==> config.mk <==
export PLATFORM = sky130hd
export DESIGN_NAME = bird_motion_ctrl
export DESIGN_NICKNAME = d
export VERILOG_FILES = /design/src/rtl/bird_motion_ctrl.sv
export SDC_FILE = /design/constraint.sdc
export NUM_CORES = 1
export LEC_CHECK = 0
export BUFFER_PORTS_ARGS = -buffer_cell sky130_fd_sc_hd__buf_2
export CAP_MARGIN = 0
export CELL_PAD_IN_SITES_DETAIL_PLACEMENT = 1
export CELL_PAD_IN_SITES_GLOBAL_PLACEMENT = 1
export CORE_MARGIN = 1.5
export CORE_UTILIZATION = 35
export DETAILED_ROUTE_END_ITERATION = 12
export HOLD_SLACK_MARGIN = 0.05
export MAX_ROUTING_LAYER = met4
export PLACE_DENSITY = 0.76
export SLEW_MARGIN = 20
export SYNTH_ARGS = -nofsm -noshare
export SYNTH_HDL_FRONTEND = slang
export SYNTH_SLANG_ARGS = --single-unit
==> constraint.sdc <==
create_clock -name clk -period 10.81 [get_ports clk]
set_clock_uncertainty 0.15 [all_clocks]
set_input_delay 1.6215 -clock clk [delete_from_list [all_inputs] [get_ports clk]]
set_output_delay 1.6215 -clock clk [all_outputs]
set_load 0.02 [all_outputs]
==> src/rtl/bird_motion_ctrl.sv <==
// rtl/bird_motion_ctrl.sv - frame-synchronous bird sprite motion and game state controller
//
// Purpose: holds the game state machine. Once per video frame (during vertical
// blank) it integrates the bird's velocity and position and advances the wing
// animation. Commands and configuration arrive over a write-only Avalon slave.
//
// Ports:
//   clk, reset            system clock, asynchronous active-high reset
//   chipselect, write     Avalon write qualifiers
//   address[2:0]          0 command (bit0 start, bit1 flap, bit2 pause-toggle),
//                         1 gravity[2:0], 2 flap magnitude[4:0], 3-7 ignored
//   writedata[7:0]        register data
//   hcount[10:0]          renderer horizontal counter
//   vcount[9:0]           renderer vertical counter
//   bird_y[9:0]           sprite top row
//   bird_frame[1:0]       wing animation frame 0..2
//   game_state[1:0]       0 IDLE, 1 PLAY, 2 PAUSE, 3 DEAD
//   game_over             one-cycle pulse on the cycle DEAD first shows
module bird_motion_ctrl #(
  parameter int Y_INIT   = 240,
  parameter int Y_MIN    = 0,
  parameter int Y_MAX    = 456,
  parameter int VMAX     = 10,
  parameter int ANIM_DIV = 6
) (
  input  logic        clk,
  input  logic        reset,
  input  logic        chipselect,
  input  logic        write,
  input  logic [2:0]  address,
  input  logic [7:0]  writedata,
  input  logic [10:0] hcount,
  input  logic [9:0]  vcount,
  output logic [9:0]  bird_y,
  output logic [1:0]  bird_frame,
  output logic [1:0]  game_state,
  output logic        game_over
);

  typedef enum logic [1:0] {
    S_IDLE  = 2'd0,
    S_PLAY  = 2'd1,
    S_PAUSE = 2'd2,
    S_DEAD  = 2'd3
  } state_t;

  localparam logic signed [7:0]  VMAX_S = 8'(VMAX);
  localparam logic signed [11:0] YMAX_S = 12'(Y_MAX);
  localparam logic signed [11:0] YMIN_S = 12'(Y_MIN);
  localparam logic [7:0]         DIV_LAST = 8'(ANIM_DIV - 1);

  state_t            state, state_nx;
  logic              tick;
  logic              pend_start, pend_flap, pend_pause;
  logic [2:0]        gravity;
  logic [4:0]        flap_mag;
  logic signed [6:0] vel, vel_nx, vel_upd;
  logic signed [7:0] vel_sum;
  logic signed [11:0] ny;
  logic [9:0]        y, y_nx;
  logic [7:0]        div, div_nx, div_adv;
  logic [1:0]        frame, frame_nx, frame_adv;
  logic              over_nx;
  logic              cmd_wr;
  logic              unused_ok;

  assign cmd_wr    = chipselect && write && (address == 3'd0);
  assign unused_ok = ^writedata[7:5];

  // Registered frame tick: one cycle after the renderer reaches (480,0).
  always_ff @(posedge clk or posedge reset) begin
    if (reset) tick <= 1'b0;
    else       tick <= (vcount == 10'd480) && (hcount == 11'd0);
  end

  // Sticky command flags; a write landing with tick survives for the next tick.
  always_ff @(posedge clk or posedge reset) begin
    if (reset) begin
      pend_start <= 1'b0;
      pend_flap  <= 1'b0;
      pend_pause <= 1'b0;
      gravity    <= 3'd1;
      flap_mag   <= 5'd8;
    end else begin
      pend_start <= (cmd_wr && writedata[0]) || (pend_start && !tick);
      pend_flap  <= (cmd_wr && writedata[1]) || (pend_flap  && !tick);
      pend_pause <= (cmd_wr && writedata[2]) || (pend_pause && !tick);
      if (chipselect && write && address == 3'd1) gravity  <= writedata[2:0];
      if (chipselect && write && address == 3'd2) flap_mag <= writedata[4:0];
    end
  end

  // Velocity and candidate row, done in signed arithmetic wide enough that a
  // flap near the ceiling shows up as negative instead of wrapping.
  always_comb begin
    vel_sum = {vel[6], vel} + $signed({5'b0, gravity});
    if (pend_flap)             vel_upd = 7'd0 - {2'b0, flap_mag};
    else if (vel_sum > VMAX_S) vel_upd = VMAX_S[6:0];
    else                       vel_upd = vel_sum[6:0];
    ny = $signed({2'b0, y}) + {{5{vel_upd[6]}}, vel_upd};
  end

  always_comb begin
    if (div == DIV_LAST) begin
      div_adv   = 8'd0;
      frame_adv = (frame == 2'd2) ? 2'd0 : frame + 2'd1;
    end else begin
      div_adv   = div + 8'd1;
      frame_adv = frame;
    end
  end

  always_comb begin
    state_nx = state;
    y_nx     = y;
    vel_nx   = vel;
    div_nx   = div;
    frame_nx = frame;
    over_nx  = 1'b0;
    if (tick) begin
      case (state)
        S_IDLE: begin
          y_nx     = 10'(Y_INIT);
          vel_nx   = 7'sd0;
          div_nx   = div_adv;
          frame_nx = frame_adv;
          if (pend_start) state_nx = S_PLAY;
        end
        S_PLAY: begin
          if (pend_pause) begin
            state_nx = S_PAUSE;
          end else if (ny >= YMAX_S) begin
            y_nx     = 10'(Y_MAX);
            vel_nx   = 7'sd0;
            state_nx = S_DEAD;
            over_nx  = 1'b1;
            div_nx   = 8'd0;
            frame_nx = 2'd0;
          end else begin
            if (ny < YMIN_S) begin
              y_nx   = 10'(Y_MIN);
              vel_nx = 7'sd0;
            end else begin
              y_nx   = ny[9:0];
              vel_nx = vel_upd;
            end
            div_nx   = div_adv;
            frame_nx = frame_adv;
          end
        end
        S_PAUSE: begin
          if (pend_start) begin
            state_nx = S_IDLE;
            y_nx     = 10'(Y_INIT);
            vel_nx   = 7'sd0;
            div_nx   = 8'd0;
            frame_nx = 2'd0;
          end else if (pend_pause) begin
            state_nx = S_PLAY;
          end
        end
        default: begin
          div_nx   = 8'd0;
          frame_nx = 2'd0;
          if (pend_start) begin
            state_nx = S_IDLE;
            y_nx     = 10'(Y_INIT);
            vel_nx   = 7'sd0;
          end
        end
      endcase
    end
  end

  always_ff @(posedge clk or posedge reset) begin
    if (reset) state <= S_IDLE;
    else       state <= state_nx;
  end

  always_ff @(posedge clk or posedge reset) begin
    if (reset) begin
      y         <= 10'(Y_INIT);
      vel       <= 7'sd0;
      div       <= 8'd0;
      frame     <= 2'd0;
      game_over <= 1'b0;
    end else begin
      y         <= y_nx;
      vel       <= vel_nx;
      div       <= div_nx;
      frame     <= frame_nx;
      game_over <= over_nx;
    end
  end

  assign bird_y     = y;
  assign bird_frame = (state == S_DEAD) ? 2'd0 : frame;
  assign game_state = state;

endmodule

# Word-level counts from Yosys, hierarchy flattened
# Cells that the tools add are included.
[classes]
addsub = 5
order_cmp = 3
eq_ne = 13
n_mux = 34
n_reduce_logical = 23
[ops]
columns = ["op", "count"]
rows = [
  ["two-way mux 7 bit", 6],
  ["two-way mux 10 bit", 4],
  ["two-way mux 8 bit", 4],
  ["case mux 8 bit (3 select lines)", 1],
  ["two-way mux 2 bit", 11],
  ["case mux 10 bit (2 select lines)", 1],
  ["case mux 7 bit (2 select lines)", 1],
  ["adder 11 x 7 -> 12 bit", 1],
  [">= comparator 12 x 10 -> 1 bit (second input constant)", 1],
  ["< comparator 12 x 1 -> 1 bit (second input constant)", 1],
  ["case mux 2 bit (3 select lines)", 2],
  ["logical AND 1 bit", 11],
  ["zero test 11 bit", 1],
  ["equality test 10 x 9 -> 1 bit (second input constant)", 1],
  ["adder 7 x 4 -> 8 bit", 1],
  ["adder 8 x 1 -> 8 bit (second input constant)", 1],
  ["equality test 8 x 3 -> 1 bit (second input constant)", 1],
  ["greater-than comparator 8 x 5 -> 1 bit (second input constant)", 1],
  ["equality test 2 bit (second input constant)", 3],
  ["inequality test 2 bit (second input constant)", 3],
  ["inequality test 3 bit (second input constant)", 2],
  ["AND reduction 3 bit", 2],
  ["nonzero test 3 bit", 2],
  ["subtractor 1 x 5 -> 6 bit (first input constant)", 1],
  ["10 further kinds", 15],
]
[word_totals]
reg_bits = 42
input_bits = 36
out_inout_bits = 15
word_cells = 90

# Logic depth before layout (Yosys ltp)
[depth]
ltp_word = 10
depth_mapped = 23
mapped_depth_nobuf = 22

# Least setup slack after synthesis
# Ideal clock, no wire load.
[synth_timing]
kind = "register to register"
start = "register gravity[1]"
end = "register div[5]"
setup_time_ns = 0.101
arrival_ns = 4.382
required_ns = 10.559
slack_ns = 6.177
path_stages_with_launch = 23
path_buffers = 1
synth_period_minus_slack_ns = 4.633
cell_sequence = "dfrtp_1 > ha_1 > a21o_1 > a21oi_1 > mux2i_1 > a31oi_1 > a2bb2oi_1 > nor2_1 > a22o_1 > ha_1 > a21o_1 > a21o_2 > nor2_2 > a21oi_2 > a21o_1 > ha_1 > clkbuf_1 > inv_1 > nand2_1 > nor4_2 > a41oi_4 > nand3_4 > o311ai_2"
[synth_via]
elab_chain_cells = 9
[synth_lines]
columns = ["element", "line_no", "rtl"]
rows = [
  ["start, declared", "55", "logic [2:0] gravity;"],
  ["start signal, assigned", "88", "if (chipselect && write && address == 3'd1) gravity <= writedata[2:0];"],
  ["adder 7 x 4 -> 8 bit (*)", "96", "vel_sum = {vel[6], vel} + $signed({5'b0, gravity});"],
  ["greater-than comparator 8 x 5 -> 1 bit", "98", "else if (vel_sum > VMAX_S) vel_upd = VMAX_S[6:0];"],
  ["two-way mux 7 bit (*)", "98", ""],
  ["two-way mux 7 bit (*)", "97", "if (pend_flap) vel_upd = 7'd0 - {2'b0, flap_mag};"],
  ["adder 11 x 7 -> 12 bit (*)", "100", "ny = $signed({2'b0, y}) + {{5{vel_upd[6]}}, vel_upd};"],
  [">= comparator 12 x 10 -> 1 bit (*)", "132", "end else if (ny >= YMAX_S) begin"],
  ["two-way mux 8 bit (*)", "132", ""],
  ["two-way mux 8 bit (*)", "130", "if (pend_pause) begin"],
  ["case mux 8 bit (3 select lines) (*)", "121", "case (state)"],
  ["end signal, assigned", "190", "div <= div_nx;"],
  ["end, declared", "61", "logic [7:0] div, div_nx, div_adv;"],
]
# Every way passes the cells marked *; elsewhere a longest branch is shown, timed or not. The select of a mux whose other input is x is not followed.
# A chain may end at the register's enable or synchronous reset.

# Worst setup path in the final report
# Same ends and word-level chain as after synthesis.

==> out/results.ini <==
[setup_path]
timing.critical_path.fanout_max = 9
crit_buf_inv = 1
cp_top_family = compound AO/OA/AOI/OAI gates
r2r_cells = 21
worst_path_max_delay_cell = sky130_fd_sc_hd__dfrtp_1
worstPathArrival_ns = 5.35
crit_path_start_kind = register
ff2ff_setup_slack_ns = 5.51
worst_path_largest_cell_delay_ns = 0.44
end_kind = register
reg2reg_from = gravity[1]
rr_endpoint = div[5]
cp_data_required_time_ns = 10.86
timing.critical_path.cells = ha_1 -> a21o_1 -> a21oi_1 -> mux2i_1 -> a31oi_1 -> a2bb2oi_1 -> nor3_1 -> a21oi_1 -> ha_1 -> a211oi_4 -> nor3_2 -> nor2_2 -> a21oi_2 -> a21o_1 -> ha_1 -> inv_1 -> nand2_1 -> nor4_2 -> a41oi_4 -> nand3_4 -> o311ai_2
worst_path_most_repeated_cell = sky130_fd_sc_hd__ha_1
setup.worst_path.class = register to register

[placement]
pre_cts_slack_ns = 5.523
buffer_ports.inserted = 47
gp_routability_congestion = 0.8272
place_hpwl_mm = 5.618

[run]
max_cap_viol_count = 0

[route]
drt_drc_violations_left = 0
ant_nets = 0
first_iter_violations = 90
drt-vias-per-instance = 5.506
detail_route.first_pass.iterations = 4
detail_route.wirelength_mm = 7.230
drt-wirelength-per-cell_um = 15.38
num_vias = 2588

[synth]
ys_ff_latch = 42
post_synthesis_cell_area_sq_um = 3013
synth-seq-area-share = 0.3513
synthCells = 319
avgSynthCellArea_sq_um = 9.445
synth_cell_type_count = 65
ys_async_sr_fraction = 1.000
postSynthNetCount = 376
synth_enable_flop_cells = 0
yosys_warning_total = 0
synth_top_flop_cell = sky130_fd_sc_hd__dfrtp_1

[timing]
setup_viol = 0
layout_setup_ws_ns = 5.512
finalWorstPathRequiredPeriod_ns = 5.298
post-route-period-util = 0.4901
slew-limit-headroom = 0.3893
timing.setup.tns_ns = 0
fmax_mhz = 188.8
report.final.slew_viol_count = 0
worstMarginPinSlew_ns = 0.9120
hold_violation_count_in_the_final_report = 0
rsz0062_at_grt = no

[clock_network]
tritoncts_clock_tree = yes
post_cts.resized_instances = 0
cts_hold_buf = 0
clock_sinks = 42
cts_made_buffers = 5
worst_skew_pair.late_latency_ns = 0.30
clock_tree.htree_level_count = 2
cts.path.max_buffers = 2
clock_transition_at_the_registers_of_the_reported_paths_ns = 0.08
ctsRootBufferMaster = sky130_fd_sc_hd__clkbuf_8
postCtsSetupBuffers = 0

[hold_path]
hp-start = pend_start
hold_path.class = register to register
hold_depth = 1
hold-path-endpoint = game_state[1]

[floorplan]
ioPinCount = 51
floorplan.die.height_um = 95.78
fp-row-count = 33
dieWidth_um = 95.78
floorplan.initialDensity = 0.3648
floorplan.die_area_sq_um = 9174
design.core.area_sq_um = 8258

[power]
cellLeakagePower_nw = 1.604
power-per-cell-area_nw_per_um2 = 128.1
ir_drop_v = 0.00005459

[global_route]
grt_start_max_net_pins = 43
globalRouteOverflowTotal = 0
grt_pass1_vias = 2740
grt_pass1_wl_mm = 12.74
antenna_found_initial = 0
track_usage = 0.1809

[layout]
final_layout_size_suffix_gt1_frac = 0.2438
area_growth_pct = 14.66
post_layout_net_count = 421
antenna-diode-count = 0

[outcome]
status = complete, no violations

synthesized netlist by cell type, drive strengths merged (4+ instances only):
cell type | n | share of area
nor3 | 11 | 0.022
a22o | 16 | 0.047
nand2 | 29 | 0.036
xnor2 | 7 | 0.020
nand3 | 12 | 0.024
ha | 19 | 0.079
nor2 | 29 | 0.037
a21oi | 17 | 0.029
and3 | 5 | 0.010
o211ai | 4 | 0.012
mux2 | 8 | 0.030
a21o | 6 | 0.015
dfstp | 6 | 0.052
dfrtp | 36 | 0.30
nor4 | 7 | 0.019
o21ai | 17 | 0.028
clkbuf | 9 | 0.011
inv | 15 | 0.019
xor2 | 7 | 0.020
a31oi | 8 | 0.027
worst max-delay path by stage:
stage	startpoint	endpoint	slack [ns]	cells past startpoint
after CTS	gravity[1]	div[5]	5.48	21
after floorplan	gravity[1]	div[5]	6.18	22
after global routing	gravity[1]	div[5]	5.04	21
after global placement	gravity[1]	div[5]	5.70	21
final	gravity[1]	div[5]	5.51	21
after detailed placement	gravity[1]	div[5]	5.52	21
worst register-to-register path, stage by stage, from the launching register on:
cell,delay (ns)
sky130_fd_sc_hd__dfrtp_1,0.44
sky130_fd_sc_hd__ha_1,0.34
sky130_fd_sc_hd__a21o_1,0.17
sky130_fd_sc_hd__a21oi_1,0.32
sky130_fd_sc_hd__mux2i_1,0.13
sky130_fd_sc_hd__a31oi_1,0.20
sky130_fd_sc_hd__a2bb2oi_1,0.28
sky130_fd_sc_hd__nor3_1,0.08
sky130_fd_sc_hd__a21oi_1,0.35
sky130_fd_sc_hd__ha_1,0.35
sky130_fd_sc_hd__a211oi_4,0.31
sky130_fd_sc_hd__nor3_2,0.14
sky130_fd_sc_hd__nor2_2,0.16
sky130_fd_sc_hd__a21oi_2,0.10
sky130_fd_sc_hd__a21o_1,0.21
sky130_fd_sc_hd__ha_1,0.43
sky130_fd_sc_hd__inv_1,0.10
sky130_fd_sc_hd__nand2_1,0.08
sky130_fd_sc_hd__nor4_2,0.06
sky130_fd_sc_hd__a41oi_4,0.33
sky130_fd_sc_hd__nand3_4,0.20
sky130_fd_sc_hd__o311ai_2,0.28
per-stage QoR:
| stage | utilization | total power, mW | hold slack [ns] | std cells | area [sq um] |
|---|---|---|---|---|---|
| finish | 0.4183 | 0.4426 | 0.3500 | 470 | 3455 |
| global route | 0.4183 | 0.4726 | 0.3809 | 470 | 3455 |
| CTS | 0.4183 | 0.4484 | 0.3513 | 470 | 3455 |
| detailed placement | 0.4052 | 0.3212 | 0.3386 | 462 | 3346 |
| global placement | 0.4052 | 0.3154 | 0.3335 | 462 | 3346 |
| floorplan | - | 0.2846 | 0.3125 | 319 | 3013 |
cells by family (layout without fill, tap and decap cells):
kind of cell,Yosys count,after routing,synth area share
flops,42,42,0.3513
mux,9,9,0.03322
buf+inv,25,71,0.03239
simple gates,115,115,0.2081
compound gates,93,93,0.2421
xor+xnor,14,14,0.04070
fa+ha+maj,21,21,0.09219
layout by cell type (no fill, tap or decap), types with 11 or more instances in the layout:
cell | Yosys | final
sky130_fd_sc_hd__dfrtp_1 | 36 | 36
sky130_fd_sc_hd__a22o_1 | 16 | 16
sky130_fd_sc_hd__a21oi_1 | 16 | 16
sky130_fd_sc_hd__buf_2 | 0 | 47
sky130_fd_sc_hd__nor2_1 | 28 | 28
sky130_fd_sc_hd__inv_1 | 15 | 14
sky130_fd_sc_hd__ha_1 | 19 | 19
sky130_fd_sc_hd__nand3_1 | 11 | 11
sky130_fd_sc_hd__nand2_1 | 29 | 29
sky130_fd_sc_hd__o21ai_0 | 15 | 15
metal layers:
| layer | vias to the layer above | track usage | wire length [um] |
|---|---|---|---|
| met5 | - | - | 0 |
| met4 | 0 | 0.05760 | 106 |
| met3 | 9 | 0.02449 | 221 |
| met2 | 47 | 0.3040 | 3571 |
| met1 | 1257 | 0.2245 | 3330 |
| li1 | 1275 | - | - |
layout make-up:
cell class                      instances  area (sq um)
Tap cell                              105         131.4
Sequential cell                        42          1059
Inverter                               15         56.30
Clock inverter                          3         40.04
Timing Repair Buffer                   48         242.7
Fill cell                             995          4803
Clock buffer                            5         68.82
Multi-Input combinational cell        252          1857
state kept, by name, summed over array words and instances, names as in the netlist:
name,count
bird_y,10
div,8
vel,7
flap_mag,5
gravity,3
frame,2
game_state,2
game_over,1
pend_flap,1
pend_pause,1
pend_start,1
tick,1
where the power goes:
group | switching, mW | internal, mW
registers | 0.0126 | 0.167
clock network | 0.0562 | 0.0680
logic | 0.0807 | 0.0581
Note: power is estimated with default switching activity, not from simulation.
